File: src/rtl/mem_copy_dma_if.sv
// Single-port word memory bus: byte address, read strobe, registered read data
// and a write path with byte enables.
interface mem_copy_dma_if;
  logic [31:0] mem_addr;
  logic        mem_rstrb;
  logic [31:0] mem_wdata;
  logic [3:0]  mem_wmask;
  logic [31:0] mem_rdata;

  modport master (
    output mem_addr,
    output mem_rstrb,
    output mem_wdata,
    output mem_wmask,
    input  mem_rdata
  );

  modport slave (
    input  mem_addr,
    input  mem_rstrb,
    input  mem_wdata,
    input  mem_wmask,
    output mem_rdata
  );
endinterface

File: src/rtl/mem_copy_dma.sv
// Word-block copy engine acting as a second bus master: one strobed read then
// one full-word write per word, ascending addresses, with abort support.
module mem_copy_dma #(
  parameter int LEN_W = 16
) (
  input  logic             clk,
  input  logic             resetn,
  input  logic             start,
  input  logic             abort,
  input  logic [31:0]      src_addr,
  input  logic [31:0]      dst_addr,
  input  logic [LEN_W-1:0] len_words,
  output logic             busy,
  output logic             done,
  output logic             aborted,
  output logic [LEN_W-1:0] words_done,
  mem_copy_dma_if.master   bus
);

  typedef enum logic [1:0] {
    IDLE = 2'd0,
    RD   = 2'd1,
    WR   = 2'd2
  } state_t;

  state_t           state;
  logic [31:0]      src_ptr;
  logic [31:0]      dst_ptr;
  logic [LEN_W-1:0] rem;

  // Byte-offset bits of the addresses are deliberately discarded.
  logic unused_addr_bits;
  assign unused_addr_bits = ^{src_addr[1:0], dst_addr[1:0]};

  always_ff @(posedge clk or negedge resetn) begin
    if (!resetn) begin
      state      <= IDLE;
      done       <= 1'b0;
      aborted    <= 1'b0;
      words_done <= '0;
    end else begin
      done    <= 1'b0;
      aborted <= 1'b0;
      case (state)
        IDLE: begin
          if (start) begin
            words_done <= '0;
            if (len_words == '0) done  <= 1'b1;
            else                 state <= RD;
          end
        end
        RD: begin
          if (abort) begin
            state   <= IDLE;
            aborted <= 1'b1;
          end else begin
            state <= WR;
          end
        end
        WR: begin
          words_done <= words_done + LEN_W'(1);
          // The write in this cycle always lands; abort only decides what follows.
          if (abort) begin
            state   <= IDLE;
            aborted <= 1'b1;
          end else if (rem == LEN_W'(1)) begin
            state <= IDLE;
            done  <= 1'b1;
          end else begin
            state <= RD;
          end
        end
        default: state <= IDLE;
      endcase
    end
  end

  // Datapath registers are only meaningful once a start has loaded them.
  always_ff @(posedge clk) begin
    case (state)
      IDLE: begin
        if (start) begin
          src_ptr <= {src_addr[31:2], 2'b00};
          dst_ptr <= {dst_addr[31:2], 2'b00};
          rem     <= len_words;
        end
      end
      RD: src_ptr <= src_ptr + 32'd4;
      WR: begin
        dst_ptr <= dst_ptr + 32'd4;
        rem     <= rem - LEN_W'(1);
      end
      default: ;
    endcase
  end

  assign busy = (state != IDLE);

  always_comb begin
    bus.mem_addr  = 32'h0;
    bus.mem_rstrb = 1'b0;
    bus.mem_wmask = 4'h0;
    case (state)
      RD: begin
        bus.mem_addr  = src_ptr;
        bus.mem_rstrb = 1'b1;
      end
      WR: begin
        bus.mem_addr  = dst_ptr;
        bus.mem_wmask = 4'hF;
      end
      default: ;
    endcase
  end

  // Read data is held by the memory until the next strobe, so it passes straight through.
  assign bus.mem_wdata = bus.mem_rdata;

endmodule
File: src/flat_wrapper.sv
// flat-port wrapper written by rule: the top's interface ports become plain ports
module mem_copy_dma_flat 
#(
  parameter int LEN_W = 16
)
  (clk, resetn, start, abort, src_addr, dst_addr, len_words, busy, done, aborted, words_done, bus_mem_addr, bus_mem_rstrb, bus_mem_wdata, bus_mem_wmask, bus_mem_rdata);
  mem_copy_dma_if bus_i ();
  input  logic clk;
  input  logic resetn;
  input  logic start;
  input  logic abort;
  input  logic [31:0] src_addr;
  input  logic [31:0] dst_addr;
  input  logic [LEN_W-1:0] len_words;
  output logic busy;
  output logic done;
  output logic aborted;
  output logic [LEN_W-1:0] words_done;
  output wire logic [$bits(bus_i.mem_addr)-1:0] bus_mem_addr;
  output wire logic [$bits(bus_i.mem_rstrb)-1:0] bus_mem_rstrb;
  output wire logic [$bits(bus_i.mem_wdata)-1:0] bus_mem_wdata;
  output wire logic [$bits(bus_i.mem_wmask)-1:0] bus_mem_wmask;
  input wire logic [$bits(bus_i.mem_rdata)-1:0] bus_mem_rdata;
  assign bus_mem_addr = bus_i.mem_addr;
  assign bus_mem_rstrb = bus_i.mem_rstrb;
  assign bus_mem_wdata = bus_i.mem_wdata;
  assign bus_mem_wmask = bus_i.mem_wmask;
  assign bus_i.mem_rdata = bus_mem_rdata;
  mem_copy_dma #(.LEN_W(LEN_W)) u_core (.clk(clk), .resetn(resetn), .start(start), .abort(abort), .src_addr(src_addr), .dst_addr(dst_addr), .len_words(len_words), .busy(busy), .done(done), .aborted(aborted), .words_done(words_done), .bus(bus_i));
endmodule
File: config.mk
export PLATFORM = sky130hd
export DESIGN_NAME = mem_copy_dma_flat
export DESIGN_NICKNAME = d
export VERILOG_FILES = /design/src/rtl/mem_copy_dma_if.sv /design/src/rtl/mem_copy_dma.sv /design/src/flat_wrapper.sv
export SDC_FILE = /design/constraint.sdc
export NUM_CORES = 1
export LEC_CHECK = 0
export ABC_AREA = 1
export CORE_AREA = 2 2 92 160
export CTS_CLUSTER_DIAMETER = 80
export DETAILED_ROUTE_END_ITERATION = 12
export DIE_AREA = 0 0 94 162
export PLACE_DENSITY = 0.86
export SYNTH_ARGS = -nofsm -noshare
export SYNTH_HDL_FRONTEND = slang
export SYNTH_SLANG_ARGS = --single-unit
File: constraint.sdc
create_clock -name clk -period 9.4 [get_ports clk]
set_input_delay 0.94 -clock clk [delete_from_list [all_inputs] [get_ports clk]]
set_output_delay 0.94 -clock clk [all_outputs]
set_load 0.02 [all_outputs]
**Word-level counts from Yosys, hierarchy flattened**

Cells that the tools add are included.
W data, S select, Z words.

- Register bits: 100
- Word-level logic and storage cells: 49

- Add/subtract/negate cells: 4
- Equality and inequality tests: 5
- Mux-type cells: 24
- Reductions and logical operators: 9

Operators by type and width:

| kind | count |
|---|---|
| $pmux W32 S2 | 3 |
| $add A32 B3 Y32 const B | 2 |
| $mux W32 | 2 |
| $pmux W16 S2 | 2 |
| $mux W16 | 2 |
| $add A16 B1 Y16 const B | 1 |
| $eq A16 B1 Y1 const B | 1 |
| $logic_not A16 Y1 | 1 |
| $sub A16 B1 Y16 const B | 1 |
| $mux W1 | 8 |
| $mux W2 | 4 |
| $pmux W2 S3 | 1 |
| $reduce_and A2 Y1 | 3 |
| $reduce_bool A2 Y1 | 3 |
| $mux W4 | 1 |
| $ne A2 B2 Y1 const B | 2 |
| $eq A2 B1 Y1 const B | 1 |
| $eq A2 B2 Y1 const B | 1 |
| $logic_not A2 Y1 | 1 |
| $pmux W1 S2 | 1 |
| $reduce_or A2 Y1 | 1 |

**Longest topological paths before layout**

- Depth after elaboration: 4
- Gate-level depth with buffers: 11

**Worst setup path after synthesis**

OpenSTA, ideal clock, no wires.

- Path kind: register to register
- Start point: register u_core.state[1]
- End point: register u_core.src_ptr[10], enable pin
- Stages on the path, launching flop included: 7
- Clock period less this slack: 3.849 ns
- Data arrival time: 3.390 ns
- Slack: 5.551 ns
- Data required time: 8.941 ns
- Cells stage by stage: dfrtp_1 -> inv_1 -> ha_1 -> buf_2 -> inv_2 -> clkbuf_1 -> o21ai_0

- Cells in the longest elaborated chain, start to end: 3
- Elaborated cells between the ends (all ways): 5
- Classes of those cells: eq/ne: 2; reduce/logical: 3

RTL lines:

| item | RTL line | RTL |
|---|---|---|
| start: declaration | mem_copy_dma.sv:26 | `state_t state;` |
| start signal: assignment | mem_copy_dma.sv:37 | `state <= IDLE;` |
| start signal: assignment | mem_copy_dma.sv:49 | `else state <= RD;` |
| start signal: assignment | mem_copy_dma.sv:54 | `state <= IDLE;` |
| $eq A2 B1 Y1 or $logic_not A2 Y1 (tied branches) | mem_copy_dma.sv:80 | `case (state)` |
| $reduce_bool A2 Y1 (no source line) or $ne A2 B2 Y1 (tied branches) | n/a |  |
| $reduce_and A2 Y1 (no source line) (*) | n/a |  |
| end signal: assignment | mem_copy_dma.sv:83 | `src_ptr <= {src_addr[31:2], 2'b00};` |
| end signal: assignment | mem_copy_dma.sv:88 | `RD: src_ptr <= src_ptr + 32'd4;` |
| end: declaration | mem_copy_dma.sv:27 | `logic [31:0] src_ptr;` |

Every way passes the cells marked *; elsewhere a longest branch is shown, timed or not.
A chain may end at the register's enable or synchronous reset.

**Worst setup path after layout**

- Start point: register u_core.state[0]
- End point: output port bus_mem_addr[6]

- Cells in the longest elaborated chain, start to end: 2
- Elaborated cells between the ends (all ways): 3
- Classes of those cells: eq/ne: 2; mux: 1

RTL lines:

| item | RTL line | RTL |
|---|---|---|
| $eq A2 B2 Y1 or $eq A2 B1 Y1 (tied branches) | mem_copy_dma.sv:103 | `case (state)` |
| $pmux W32 S2 (*) | mem_copy_dma.sv:103 |  |
| end: declaration | flat_wrapper.sv:19 | `output wire logic [$bits(bus_i.mem_addr)-1:0] bus_mem_addr;` |

Marked as above.

==> results.tsv <==
stage	metric	value	unit
outcome	status	finished clean	
clock_tree	cts_hold_buf	0	
synth	synth_edf_count	76	
detailed_routing	ant_nets	0	
die	io_pins	204	
flow_run	maxCapViolCount	0	
clock_tree	clockBufferDepth	2	
critical_path	rr_startpoint	u_core.state[1]	
layout	drive_gt1_share	5.74	%
pwr	clkPwrFrac	15.5	%
detailed_routing	via_per_inst	5.50	
synth	synth_compound_area_share	8.38	%
detailed_routing	drc_errors	0	
detailed_routing	firstDrtPassIters	5	
critical_path	crit_chain	inv_1 > ha_2 > buf_4 > nand2_1 > a21oi_1 > clkdlybuf4s50_1	
clock_tree	cts_made_buffers	9	
critical_path	cp.required	8.46	ns
detailed_routing	wl_per_cell	15.5	um
sta	slew_violations	0	
clock_tree	cts_setup_buffers	0	
sta	layout_setup_ws	5.35	ns
critical_path	worstPathMaxFanout	55	
critical_path	arrival	3.11	ns
global_route	grt_pass1_wl	32500	um
detailed_routing	vias	7298	
pwr	p_int	1.31	mW
critical_path	cpMaxStageDelayCell	clkdlybuf4s50_1	
clock_tree	cts_tree	yes	
layout	finalNetCount	1269	
global_route	grt_antenna_before_repair	0	
synth	synth_area_per_cell	6.80	sq um
synth	synth_top_flop_cell	edfxtp_1	
synth	syn_area	7210	sq um
synth	synth-xor-area-share	1.09	%
placement	dpl_cell_area	8390	sq um
synth	yosysTopAreaCell	edfxtp_1	
sta	whs	0.547	ns
critical_path	rrSetupSlack	6.41	ns
synth	synth.distinct_cells	36	
critical_path	cp-end-kind	primary output	
synth	muxShareOfSynthArea	0	%
sta	rsz0062_at_grt	false	
pwr	combPwrFrac	48.0	%
synth	ys_seq_area_share	38.6	%
die	start_util	51.9	%
worst_hold_path	hold_path.class	reg2reg	
global_route	gr-max-usage-layer	met2	
global_route	grt_max_degree	56	
detailed_routing	totalWireLength	20600	um
global_route	met1_usage	29.4	%
worst_hold_path	hold_depth	2	
sta	tns	0	ns
placement	place_congestion	0.962	
global_route	grt_pass1_vias	6952	
worst_hold_path	min_to	u_core.words_done[15]	
sta	tightest_slew	1.08	ns
layout	fin_area	8700	sq um
sta	fmax	247	MHz
synth	ys_warn_count	0	
placement	portBuffers	133	
critical_path	critPathLaunchType	register	
clock_tree	root_buffer	clkbuf_16	
pwr	switching_share	47.0	%
synth	synth_area_leaders	edfxtp_1 32%, nand2_1 23%, dfrtp_1 6.9%	
synth	synthCells	1061	
placement	dp_slack	5.76	ns
synth	yosysMostFrequentCell	nand2_1	
die	die_x	94	um
sta	skew	0.0141	ns
pwr	p_leak	3.55	nW
critical_path	cp.buffers_inverters	3	
global_route	met2_usage	49.9	%
global_route	track_usage	27.2	%
sta	setup_viol	0	
clock_tree	clk_latency	0.36	ns
die	rows	57	
clock_tree	clkTransAtPathRegs	0.08	ns
critical_path	r2r_cells	5	
synth	synth_seq_cells	96	
placement	hpwl	15800	um
die	core_area	13900	sq um
layout	area_growth	20.6	%
synth	synth_fa_ha_area_share	1.56	%
global_route	grtUsageMet3	2.88	%
clock_tree	cts_resized	0	
critical_path	reg2reg_to	u_core.src_ptr[21]	
worst_hold_path	hp-start	u_core.words_done[15]	
sta	finalHoldViolCount	0	
sta	min_period	4.05	ns
clock_tree	htree_levels	3	
detailed_routing	drt_iter0_markers	608	
clock_tree	clock-sinks	96	
pwr	power	2.48	mW
pwr	irDropWorstVdd	0.142	mV
critical_path	cp_slowest_stage_delay	0.67	ns
pwr	seq_power_share	36.5	%
global_route	globalRouteOverflowTotal	0	
sta	max_slew_margin	27.8	%
synth	synth_top_area_share	31.6	%
synth	synth_top_family_by_area	simple AND/OR/NAND/NOR gates	
critical_path	startpoint	u_core.state[0]	
critical_path	criticalPathCategory	reg2out	
pwr	p_sw	1.16	mW
synth	synth_commonest_cells	437 x nand2_1, 123 x nor2_1, 77 x inv_1, 76 x edfxtp_1, 52 x a21oi_1	
layout	antennaDiodeCount	0	
layout	fill_cells	1265	
pwr	p_per_area	285	nW/um^2
sta	timing.final.crit_share	43.1	%
die	die_y	162	um
die	die_area	15200	sq um
critical_path	cp_top_family	buffers and inverters	
synth	ys_async_sr_fraction	20.8	%
synth	synth-simple-area-share	40.4	%
[power groups by stage]
stage	combinational [mW]	sequential (mW)	clock, mW
CTS	1.18	0.897	0.385
finish	1.19	0.905	0.383
floorplan	0.823	0.852	0
global placement	1.16	0.896	0
global route	1.31	0.924	0.398
detailed placement	1.18	0.904	0
[routing by layer]
metal  up-vias  wire (um)
met1      3309       7250
met4         0       1190
met2       339      11000
met5         -          0
met3        91       1100
li1       3559          -
[logic make-up after synthesis]
logic type,count (synthesis)
AND/OR/NAND/NOR,686
buffers and inverters,147
AO/OA/AOI/OAI,113
flip-flops,96
XOR/XNOR,9
adder cells (fa/ha/maj),9
other,1
[worst min-delay path: stages (launching register included)]
cell,delay [ns]
dfrtp_1,0.40
nand2_1,0.07
nand2_1,0.05
[cells in the final DEF, fill, tap and decap left out, drive strengths merged, types with 4 or more instances in the layout]
cell / count
nand2: 443
nor2: 149
clkdlybuf4s50: 133
inv: 86
edfxtp: 76
a21oi: 52
nand3: 49
o21ai: 42
nand4: 25
dfrtp: 20
nor3: 11
clkbuf: 10
ha: 9
a31oi: 7
xnor2: 7
nand3b: 5
a21boi: 5
o31ai: 4
[layout make-up]
cell class / instances / area, sq um / area share (%)
well taps: 177 / 221 / 2.55
multi-input cells: 819 / 3730 / 42.8
flip-flops and latches: 96 / 2780 / 32.0
clock buffers: 10 / 250 / 2.88
clock inverters: 6 / 55.1 / 0.633
repair buffers: 136 / 1350 / 15.6
inverters: 82 / 308 / 3.54
[state kept, by name (all words and copies together) (netlist names)]
name and cells:
u_core.dst_ptr 30, u_core.src_ptr 30, u_core.rem 16, u_core.words_done 16
u_core.state 2, u_core.aborted 1, u_core.done 1
[through the flow]
stage	std cells	utilization (%)
final	1326	62.5
after CTS	1326	62.5
after detailed placement	1310	60.3
after floorplan	1062	-
after global routing	1326	62.5
after global placement	1310	60.3
[how the worst max path moves through the flow]
stage | end | slack (ns) | cells after the start
after floorplan | u_core.src_ptr[10] | 5.55 | 6
after global placement | bus_mem_addr[6] | 5.80 | 6
after detailed placement | bus_mem_addr[6] | 5.76 | 6
after CTS | bus_mem_addr[6] | 5.37 | 6
after global routing | bus_mem_addr[8] | 5.20 | 6
final | bus_mem_addr[6] | 5.35 | 6
Power figures use the tool's default switching activity.
